## config.mk

```make
export PLATFORM = sky130hd
export DESIGN_NAME = pwr_est
export DESIGN_NICKNAME = d
export VERILOG_FILES = /design/src/rtl/pwr_est.sv
export SDC_FILE = /design/constraint.sdc
export NUM_CORES = 1
export LEC_CHECK = 0
export CAP_MARGIN = 20
export CORE_MARGIN = 2
export CORE_UTILIZATION = 40
export DETAILED_ROUTE_END_ITERATION = 16
export REMOVE_ABC_BUFFERS = 1
export SLEW_MARGIN = 20
export SYNTH_ARGS = -nofsm -noshare
export SYNTH_HDL_FRONTEND = slang
export SYNTH_SLANG_ARGS = --single-unit
```

## constraint.sdc

```tcl
create_clock -name clk -period 7.25 [get_ports clk]
set_input_delay 1.8125 -clock clk [delete_from_list [all_inputs] [get_ports clk]]
set_output_delay 1.8125 -clock clk [all_outputs]
set_load 0.02 [all_outputs]
```

## src/rtl/pwr_est.sv

```systemverilog
// I/Q window power estimator: windowed mean of i^2+q^2, log2 via leading-one + LUT, scaled to 0.125 dB.
// Optional PWR_EST_IIR_EN adds a first-order smoother on the dB output.
module pwr_est #(
    parameter int IQ_W     = 10,
    parameter int WIN_LOG2 = 8
) (
    input  logic                   clk,
    input  logic                   reset_n,
    input  logic                   est_ena,
    input  logic                   iq_val,
    input  logic signed [IQ_W-1:0] i_in,
    input  logic signed [IQ_W-1:0] q_in,
    output logic [2*IQ_W-1:0]      pwr_mean,
    output logic [8:0]             pwr_est_dB,
    output logic                   pwr_est_end
);
    localparam int PW = 2 * IQ_W;
    localparam int AW = PW + WIN_LOG2;
    localparam int EW = $clog2(PW);

    logic [AW-1:0]       acc_q, acc_d, acc_sum;
    logic [WIN_LOG2-1:0] cnt_q, cnt_d;
    logic [PW-1:0]       mean_q, mean_d;
    logic                s0_q, s0_d, s1_q, s2_q, end_q;
    logic [8:0]          log_q, log_d;
    logic [8:0]          x_q, x_d;
    logic [8:0]          db_q, db_d;

    logic signed [PW-1:0] i_ext, q_ext, i_sq, q_sq;
    logic [PW-1:0]        p;
    logic                 accept;

    // Squares are never negative and their sum cannot exceed 2^(PW-1).
    always_comb begin
        i_ext   = PW'(i_in);
        q_ext   = PW'(q_in);
        i_sq    = i_ext * i_ext;
        q_sq    = q_ext * q_ext;
        p       = i_sq + q_sq;
        accept  = est_ena & iq_val;
        acc_sum = acc_q + AW'(p);
    end

    always_comb begin
        acc_d  = acc_q;
        cnt_d  = cnt_q;
        mean_d = mean_q;
        s0_d   = 1'b0;
        if (!est_ena) begin
            acc_d = '0;
            cnt_d = '0;
        end else if (accept) begin
            if (&cnt_q) begin
                acc_d  = '0;
                cnt_d  = '0;
                mean_d = PW'(acc_sum >> WIN_LOG2);
                s0_d   = 1'b1;
            end else begin
                acc_d = acc_sum;
                cnt_d = cnt_q + 1'b1;
            end
        end
    end

    function automatic logic [3:0] log2_frac(input logic [3:0] m);
        case (m)
            4'd0:  log2_frac = 4'd0;
            4'd1:  log2_frac = 4'd1;
            4'd2:  log2_frac = 4'd3;
            4'd3:  log2_frac = 4'd4;
            4'd4:  log2_frac = 4'd5;
            4'd5:  log2_frac = 4'd6;
            4'd6:  log2_frac = 4'd7;
            4'd7:  log2_frac = 4'd8;
            4'd8:  log2_frac = 4'd9;
            4'd9:  log2_frac = 4'd10;
            4'd10: log2_frac = 4'd11;
            4'd11: log2_frac = 4'd12;
            4'd12: log2_frac = 4'd13;
            4'd13: log2_frac = 4'd14;
            default: log2_frac = 4'd15;
        endcase
    endfunction

    logic [PW+2:0] padded;
    logic [EW-1:0] lead_e;
    logic [3:0]    mant;

    // Padding on the right supplies the zero fill for mantissa bits when e < 4.
    always_comb begin
        padded = {mean_q[PW-2:0], 4'b0000};
        lead_e = '0;
        mant   = '0;
        for (int b = 0; b < PW; b++) begin
            if (mean_q[b]) begin
                lead_e = EW'(b);
                mant   = padded[b +: 4];
            end
        end
        if (mean_q == '0)
            log_d = '0;
        else
            log_d = 9'({lead_e, 4'b0000}) + 9'(log2_frac(mant));
        // 385/256 ~ 10*log10(2)*8/16, rounded to nearest.
        x_d = 9'((17'(log_q) * 17'd385 + 17'd128) >> 8);
    end

`ifdef PWR_EST_IIR_EN
    logic                first_q;
    logic signed [9:0]   diff, step;
    logic signed [10:0]  smooth;

    always_comb begin
        diff   = $signed({1'b0, x_q}) - $signed({1'b0, db_q});
        step   = diff >>> 2;
        smooth = $signed({2'b00, db_q}) + $signed({step[9], step});
        if (first_q)
            db_d = x_q;
        else if (smooth[10])
            db_d = '0;
        else if (smooth[9])
            db_d = 9'd511;
        else
            db_d = smooth[8:0];
    end

    always_ff @(posedge clk or negedge reset_n) begin
        if (!reset_n)
            first_q <= 1'b1;
        else if (!est_ena)
            first_q <= 1'b1;
        else if (s2_q)
            first_q <= 1'b0;
    end
`else
    always_comb db_d = x_q;
`endif

    always_ff @(posedge clk or negedge reset_n) begin
        if (!reset_n) begin
            acc_q  <= '0;
            cnt_q  <= '0;
            mean_q <= '0;
            s0_q   <= 1'b0;
            s1_q   <= 1'b0;
            s2_q   <= 1'b0;
            end_q  <= 1'b0;
            log_q  <= '0;
            x_q    <= '0;
            db_q   <= '0;
        end else begin
            acc_q  <= acc_d;
            cnt_q  <= cnt_d;
            mean_q <= mean_d;
            s0_q   <= s0_d;
            s1_q   <= est_ena & s0_q;
            s2_q   <= est_ena & s1_q;
            end_q  <= est_ena & s2_q;
            if (s0_q)
                log_q <= log_d;
            if (s1_q)
                x_q <= x_d;
            if (est_ena & s2_q)
                db_q <= db_d;
        end
    end

    assign pwr_mean    = mean_q;
    assign pwr_est_dB  = db_q;
    assign pwr_est_end = end_q;
endmodule

```

==> impl.org, run 1 <==
** Status
- The run finished, with violations left.
- The final reports fail on negative setup slack.

** Clock network
- H-tree depth :: 3
- TritonCTS clock tree :: built
- The tree built by TritonCTS fans out to 87 sinks.
- Number of buffers created by CTS :: 9
- Buffer depth of the longest clock path :: 2
- Clock-pin slew on the worst setup and hold paths :: 70 ps
- Later-pin clock latency in the skew report :: around 340 ps
- After clock tree synthesis, the flow added hold-fix buffers numbering 0.
- Clock root buffer master :: clkbuf_16

** Timing
- The number of slew-limit violations in the final report was 0.
- Ratio of final minimum period to clock period :: 118%
- RSZ-0062 raised after global routing :: yes
- The worst path in the final design needs a cycle of around 8600 ps, including I/O delays and setup.
- For this run, the top clock speed supported by timing is 116 MHz.
- Final Setup Violations :: 40
- Clock skew on the completed layout was measured at 10.9 ps.
- The final hold violation count is 0.
- Final total negative setup slack :: -40,120 ps
- At the pin with the least slew margin, the transition time is 704 ps.
- Worst slew margin relative to its limit :: 53.1%
- After layout, the worst setup slack is -1330 ps.

** Floorplanning
- I/O Pins :: 54
- In this run the vertical extent of the chip is 186 um.
- Die outline width :: 186 um
- For this configuration, the core starts out at a cell density of about two fifths.
- The floorplan step defined a die boundary enclosing between 30,000 and 40,000 sq um.
- The region available for standard cell placement spans 32,600 sq um.
- The initialized floorplan defines 66 standard-cell rows.

** Cells and area
- N_diodes :: 0
- Count of non-filler cells in the finished layout :: 2,112
- Measured on the finished design, the core utilization comes to 52.8%.
- The multi-input combinational cells in the finished layout cover a total of 10,700 sq um.
- Share of cells above drive strength 1 :: approximately 29%
- Number of fill cells in the layout :: 2,873
- Final net count :: 2,030
- The area growth from synthesis to layout is 29.9%.
- Reg area :: 2180 sq um

** Placement
- Worst slack at placement :: -2610 ps
- Quantity of I/O buffers inserted on ports :: 53
- Last weighted congestion value of the routability-driven placer :: roughly 0.92
- Once placement completed, the tool counted placed cells totaling 2,052.
- Detailed placer's ending HPWL :: 25,100 um

** Logic synthesis
- Cells after synthesis :: 1,421
- After synthesis, the share of flip-flops with an asynchronous set or reset is 100%.
- Cell types with the highest counts after synthesis :: inv_1, fa_1, ha_1
- The most common cell in the synthesized netlist is inv_1.
- The biggest area contributor in the post-synthesis netlist is fa_1.
- Synth cell types :: 72
- Area fraction of the dominant cell type after synthesis :: 29.6%
- Mean instance size in the synthesized netlist :: 9.34 sq um
- After synthesis the netlist holds a flip-flop and latch count of 87.
- Number of enable flip-flop cells after synthesis :: 0
- Count of yosys warnings during synthesis :: 0
- The cell area that synthesis handed to floorplanning was approximately 13,000 sq um.
- For this run, the leading register cell type out of synthesis is dfrtp_1.
- Proportion of synthesized chip area in sequential cells :: 16.4%
- In the post-synthesis netlist, the biggest area contributors are fa_1, dfrtp_1, ha_1.

** GRT
- The layer flagged by global routing as most heavily used is met2.
- Global-route wire length before repair :: 52,400 um
- Total routing usage reported by global routing :: around a fifth
- Met3 Resource Use GR :: 1.17%
- For met1 alone, demand over resource in global routing was 24.4%.
- Global routing used 33.7% of the available met2 tracks.
- Grt ovf :: 0
- Largest net degree at the start of global routing :: 54
- The initial antenna violation count is 0.
- Vias in the first global route :: between 10,000 and 15,000

** Setup path
- Critical register-to-register path endpoint :: db_d[8]
- The worst register-to-register path begins at log_q[3].
- The setup path with the least slack is of type input port to flip-flop.
- Worst R2R Path Depth :: 13
- Sort of element at the end of the critical path :: flip-flop
- Data arrives at the worst endpoint at 8800 ps.
- Counting buffers and inverters, the worst setup path is 32 cells deep.
- Delay of the slowest critical-path stage :: 590 ps
- Among the stages of the critical path, the cell type that occurs most often is fa_1.
- Maximum fanout count along the critical path :: 5
- On the critical path, the stage with the largest delay is an instance of fa_1.
- In this run the register-to-register setup slack is 3840 ps.
- The kind of cell with the highest combined delay along the critical path is adder cells.
- For the worst setup path, the data required time is 7460 ps.
- Together, buffers and inverters on the worst path number 9.
- Worst Setup Start Kind :: input port

** Run
- Maxcap violations :: 0

** Route
- Via density per instance :: 4.90
- Summing over every cut layer, the via total after detailed routing is 10,300.
- Number of detailed-routing iterations run before antenna repair :: 4
- Drt first-iter violations :: between 400 and 500
- For this block, the routed nets add up to approximately 31,000 um of wire.
- Dividing the detail-routed wire length by the instance count gives 14.6 um.
- The count of nets left with antenna violations once routing finished came out at 0.
- For this run, design rule violations remaining after detail routing come to 0.

** Worst hold path
- Worst hold endpoint :: acc_q[14]
- The worst hold path passes through 2 cells.
- Startpoint of the tightest hold check path :: acc_q[14]
- Worst min path class :: flip-flop to flip-flop
## how the worst max path moves through the flow
stage / start / end / slack [ps]
6_report: q_in[5] / pwr_mean[14] / -1330
5_1_grt: q_in[3] / pwr_mean[16] / -1650
4_1_cts: q_in[5] / pwr_mean[18] / -1290
3_5_place_dp: q_in[4] / pwr_mean[16] / -2610
3_3_place_gp: q_in[4] / pwr_mean[16] / -2500
2_1_floorplan: q_in[5] / pwr_mean[16] / -1630
## tightest hold or removal path, cell delays in order, from the launching register on
cell	delay, ps
dfrtp_1	350
nand2_1	70
o21ai_2	50
## state kept, by name, indices dropped and copies added (netlist names)
register,count
acc_q,28
cnt_q,8
db_d,9
log_q,9
pwr_est_dB,9
pwr_est_end,1
pwr_mean,20
s0_q,1
s1_q,1
s2_q,1
## final cells by class
cell class / instances / share of cell area [%]
clock inverter: 7 / 0.428
sequential: 87 / 12.6
multi-input combinational: 989 / 62.3
tap: 442 / 3.21
timing repair buffer: 277 / 13.6
clock buffer: 9 / 1.31
inverter: 301 / 6.59
## layer usage
metal  part of all wire [%]  up-vias
li1                       -     4993
met1                     45     5131
met2                     51      176
met3                    2.3       41
met4                    1.9        0
met5                      0        -
## cell usage in the layout (no fill, tap or decap), types with 35 or more instances in the layout
cell type  instances
nand2_1           87
inv_1            276
buf_4            191
dfrtp_1           87
nor2_1            51
fa_1             184
buf_6             47
a21oi_1           49
o21ai_0           35
ha_1             122
xnor2_1           53
## stage by stage
stage / cell area [sq um] / hold slack (ps)
after global placement: 15500 / 473
final: 17200 / 500
after CTS: 16800 / 503
after floorplan: 13100 / 456
after global routing: 17200 / 517
after detailed placement: 15500 / 486
## logic make-up (layout without fill, tap and decap cells)
| kind of cell | Yosys count | count (layout) | share of synthesized area, % |
|---|---|---|---|
| XOR/XNOR | 81 | 81 | 5.35 |
| AND/OR/NAND/NOR | 317 | 317 | 11.7 |
| flip-flops | 87 | 87 | 16.4 |
| AO/OA/AOI/OAI | 223 | 223 | 11.2 |
| multiplexers | 27 | 27 | 2.26 |
| buffers and inverters | 345 | 594 | 9.86 |
| adder cells (fa/ha/maj) | 341 | 341 | 43.2 |
## what timing repair did
action / in CTS / in global routing
resized for setup: 307 / 66
endpoints found under the hold margin: 0 / 0
cloned: 1 / 0
pin swaps: 151 / 72
endpoints found under the setup margin: 42 / 40
buffers inserted: 33 / 14
Power of run 1 is not shown: default switching activity piles up to over one toggle a cycle in this logic, so the estimate is an artifact.
==> run 2: changes to the inputs <==
--- a/config.mk
+++ b/config.mk
@@ -6,8 +6,8 @@
 export NUM_CORES = 1
 export LEC_CHECK = 0
 export CAP_MARGIN = 20
-export CORE_MARGIN = 2
-export CORE_UTILIZATION = 40
+export CORE_MARGIN = 4
+export CORE_UTILIZATION = 35
 export DETAILED_ROUTE_END_ITERATION = 16
 export REMOVE_ABC_BUFFERS = 1
 export SLEW_MARGIN = 20
==> impl.org, run 2 (synthesized netlist as in run 1, its figures left out) <==
** Setup path
- The worst register-to-register path has a depth of 13.
- The startpoint identified for the worst register-to-register timing path is log_q[3].
- The largest single stage delay on the critical path is 560 ps.
- Along the worst path, the maximum fanout reaches 8.
- Buffers and inverters on the worst path :: 8
- The critical path ends at pwr_mean[18].
- The critical path is of the input port to flip-flop type.
- In this run the number of cells on the critical path is 33.
- By instance count, the cell type seen most on the critical path is fa_1.
- For this design, the slowest cell found on the critical path is fa_1.
- Sort of element at the end of the critical path :: flip-flop
- Crit-path leading delay family :: adder cells
- STA puts the critical path data arrival time at 8890 ps.
- The worst register-to-register path has a setup slack of 3750 ps.
- STA puts the critical path data required time at 7480 ps.
- Critical register-to-register path endpoint :: db_d[8]
- Worst Setup Start Kind :: input port
- Critical path origin :: i_in[3]

** GRT
- Global-route wire length before repair :: 53,400 um
- The via count of the first global-routing pass came to 10,900.
- Largest net degree at the start of global routing :: about 80
- For this run, the total global-route usage over all layers was measured as 15.5%.
- The initial antenna violation count was 0.
- After global routing the overflow that remains totals 0.

** Clock network
- The H-tree generated during clock tree synthesis spans 3 levels.
- Clock-pin slew on the worst setup and hold paths :: 80 ps
- TritonCTS built the clock tree.
- CTS placed an instance of clkbuf_16 at the clock tree root.
- Buffer depth of the longest clock path :: 2
- Later-pin clock latency in the skew report :: 350 ps
- CTS Sinks :: slightly below 90
- Cts-stage hold buffer count :: 0
- Number of buffers created by CTS :: 9

** Cells and area
- N_diodes :: 0
- The library cell used most frequently in the layout, excluding fill and tap cells, is inv_1.
- Number of flip-flops under the largest register name :: 28
- More flip-flops sit in one register than any other, and that register is acc_q.
- Layout overhead on the synthesized area :: 31.6%
- Cells fill between 40% and 50% of the core in the end.
- Fin area :: 17,500 sq um
- Most frequent cells in the layout :: inv_1, buf_4, fa_1, ha_1
- Count of non-filler cells in the finished layout :: 2,180
- Of the cells placed in the final design, the portion with a size suffix greater than 1 is between 20% and 30%.
- After the last flow step, the layout net total stands at 2,029.

** Route
- Via density per instance :: approximately 4.7
- For this run, the detailed router's first-pass iteration total came to 5.
- In this run the remaining antenna-violating nets after routing total 0.
- Detailed-route wire length :: between 30,000 and 40,000 um
- In the final routed layout, each cell accounts on average for 14.5 um.
- The routed layout has 10,300 vias.
- The detailed router finished its first iteration with 373 violations.
- In the routed design, unresolved DRC markers number 0.

** Placement
- Counting tap cells, the placed design contains a total of 2,123 instances.
- The placed instances occupy a cell area of 15,600 sq um.
- Last weighted congestion value of the routability-driven placer :: 0.880
- Detailed placer's ending HPWL :: 25,400 um
- The count of buffers added on input and output ports is 53.

** Floorplanning
- After floorplanning, the core was divided into 71 placement rows.
- The die is a little over 200 um tall.
- Overall die area :: 41,100 sq um
- The initial utilization of the core area, before any placement, comes to between 30 and 40%.
- I/O Pins :: 54
- Placeable core area :: 37,500 sq um
- The die is 203 um wide.

** Timing
- Fin. max-slew vios :: 0
- Timing would allow up to 115 MHz.
- Setup violations remaining at the end of the flow were counted as 37.
- Ratio of final minimum period to clock period :: 119%
- The final hold violation count came to 0.
- Clock period minus worst slack :: 8660 ps
- Largest clock skew in the final design :: 8.98 ps
- Setup repair after global routing could not meet its margin everywhere.
- At the pin with the least slew margin, the transition time is around 750 ps.
- On the final layout, the worst hold slack is between 400 and 500 ps.
- Worst slew margin relative to its limit :: 49.6%
- Post-layout worst setup margin :: -1410 ps

** Status
- The checks that failed: negative setup slack.
- Outcome :: finished, violations left

** Run
- Maxcap violations :: 0

** Worst hold path
- Number of cells on the worst hold path :: 2
- In this run the worst hold path is classified as flip-flop to flip-flop.
run 2: changes by cell type in the layout (fill, tap and decap cells not counted), moves of 3 or more:
cell / change
xnor2_1: -5
nand2_4: +7
buf_8: +6
inv_1: -13
inv_2: +10
buf_6: -4
buf_4: -4
nand2_2: -7
xnor2_2: +3
nor2_2: -4
run 2: worst min path at each step:
stage	from	endpoint	slack, ps
2_1_floorplan	acc_q[11]	acc_q[11]	460
3_3_place_gp	acc_q[11]	acc_q[11]	480
3_5_place_dp	acc_q[11]	acc_q[11]	480
4_1_cts	acc_q[11]	acc_q[11]	490
5_1_grt	acc_q[11]	acc_q[11]	520
6_report	acc_q[6]	acc_q[6]	500
run 2: final cells by class:
type | instances | area, sq um
multi-input cells | 989 | 10800
inverters | 301 | 1140
flip-flops and latches | 87 | 2180
well taps | 511 | 639
repair buffers | 276 | 2380
clock buffers | 9 | 225
fillers | 3524 | 20000
clock inverters | 7 | 76.3
run 2: timing repair:
action | in CTS | in global routing
resized for setup | 323 | 85
setup buffers | 26 | 18
setup endpoints to repair | 42 | 40
cloned | 0 | 0
pin swaps | 148 | 80
run 2: worst register-to-register path, cell delays in order (launching register included):
cell	delay, ps
dfrtp_1	410
ha_1	300
ha_1	280
ha_1	290
ha_1	280
ha_1	270
ha_1	320
a31oi_1	290
o21bai_1	100
a21oi_1	230
o21bai_1	110
a21oi_1	190
xnor2_1	80
mux2_2	260
run 2: through the flow:
step	worst slack [ps]	setup TNS [ps]
2_1_floorplan	-1630	-40210
5_1_grt	-1710	-49130
3_3_place_gp	-2580	-84030
6_report	-1410	-39850
4_1_cts	-1300	-34010
3_5_place_dp	-2660	-87150
run 2: layer usage:
metal | up-vias | wire length, um | track usage [%]
li1 | 5010 | - | -
met1 | 5052 | 14900 | 22.2
met2 | 190 | 15000 | 25.9
met3 | 40 | 1150 | 1.88
met4 | 0 | 439 | 2.45
met5 | - | 0 | 0
Power of run 2 is left out for the same reason.
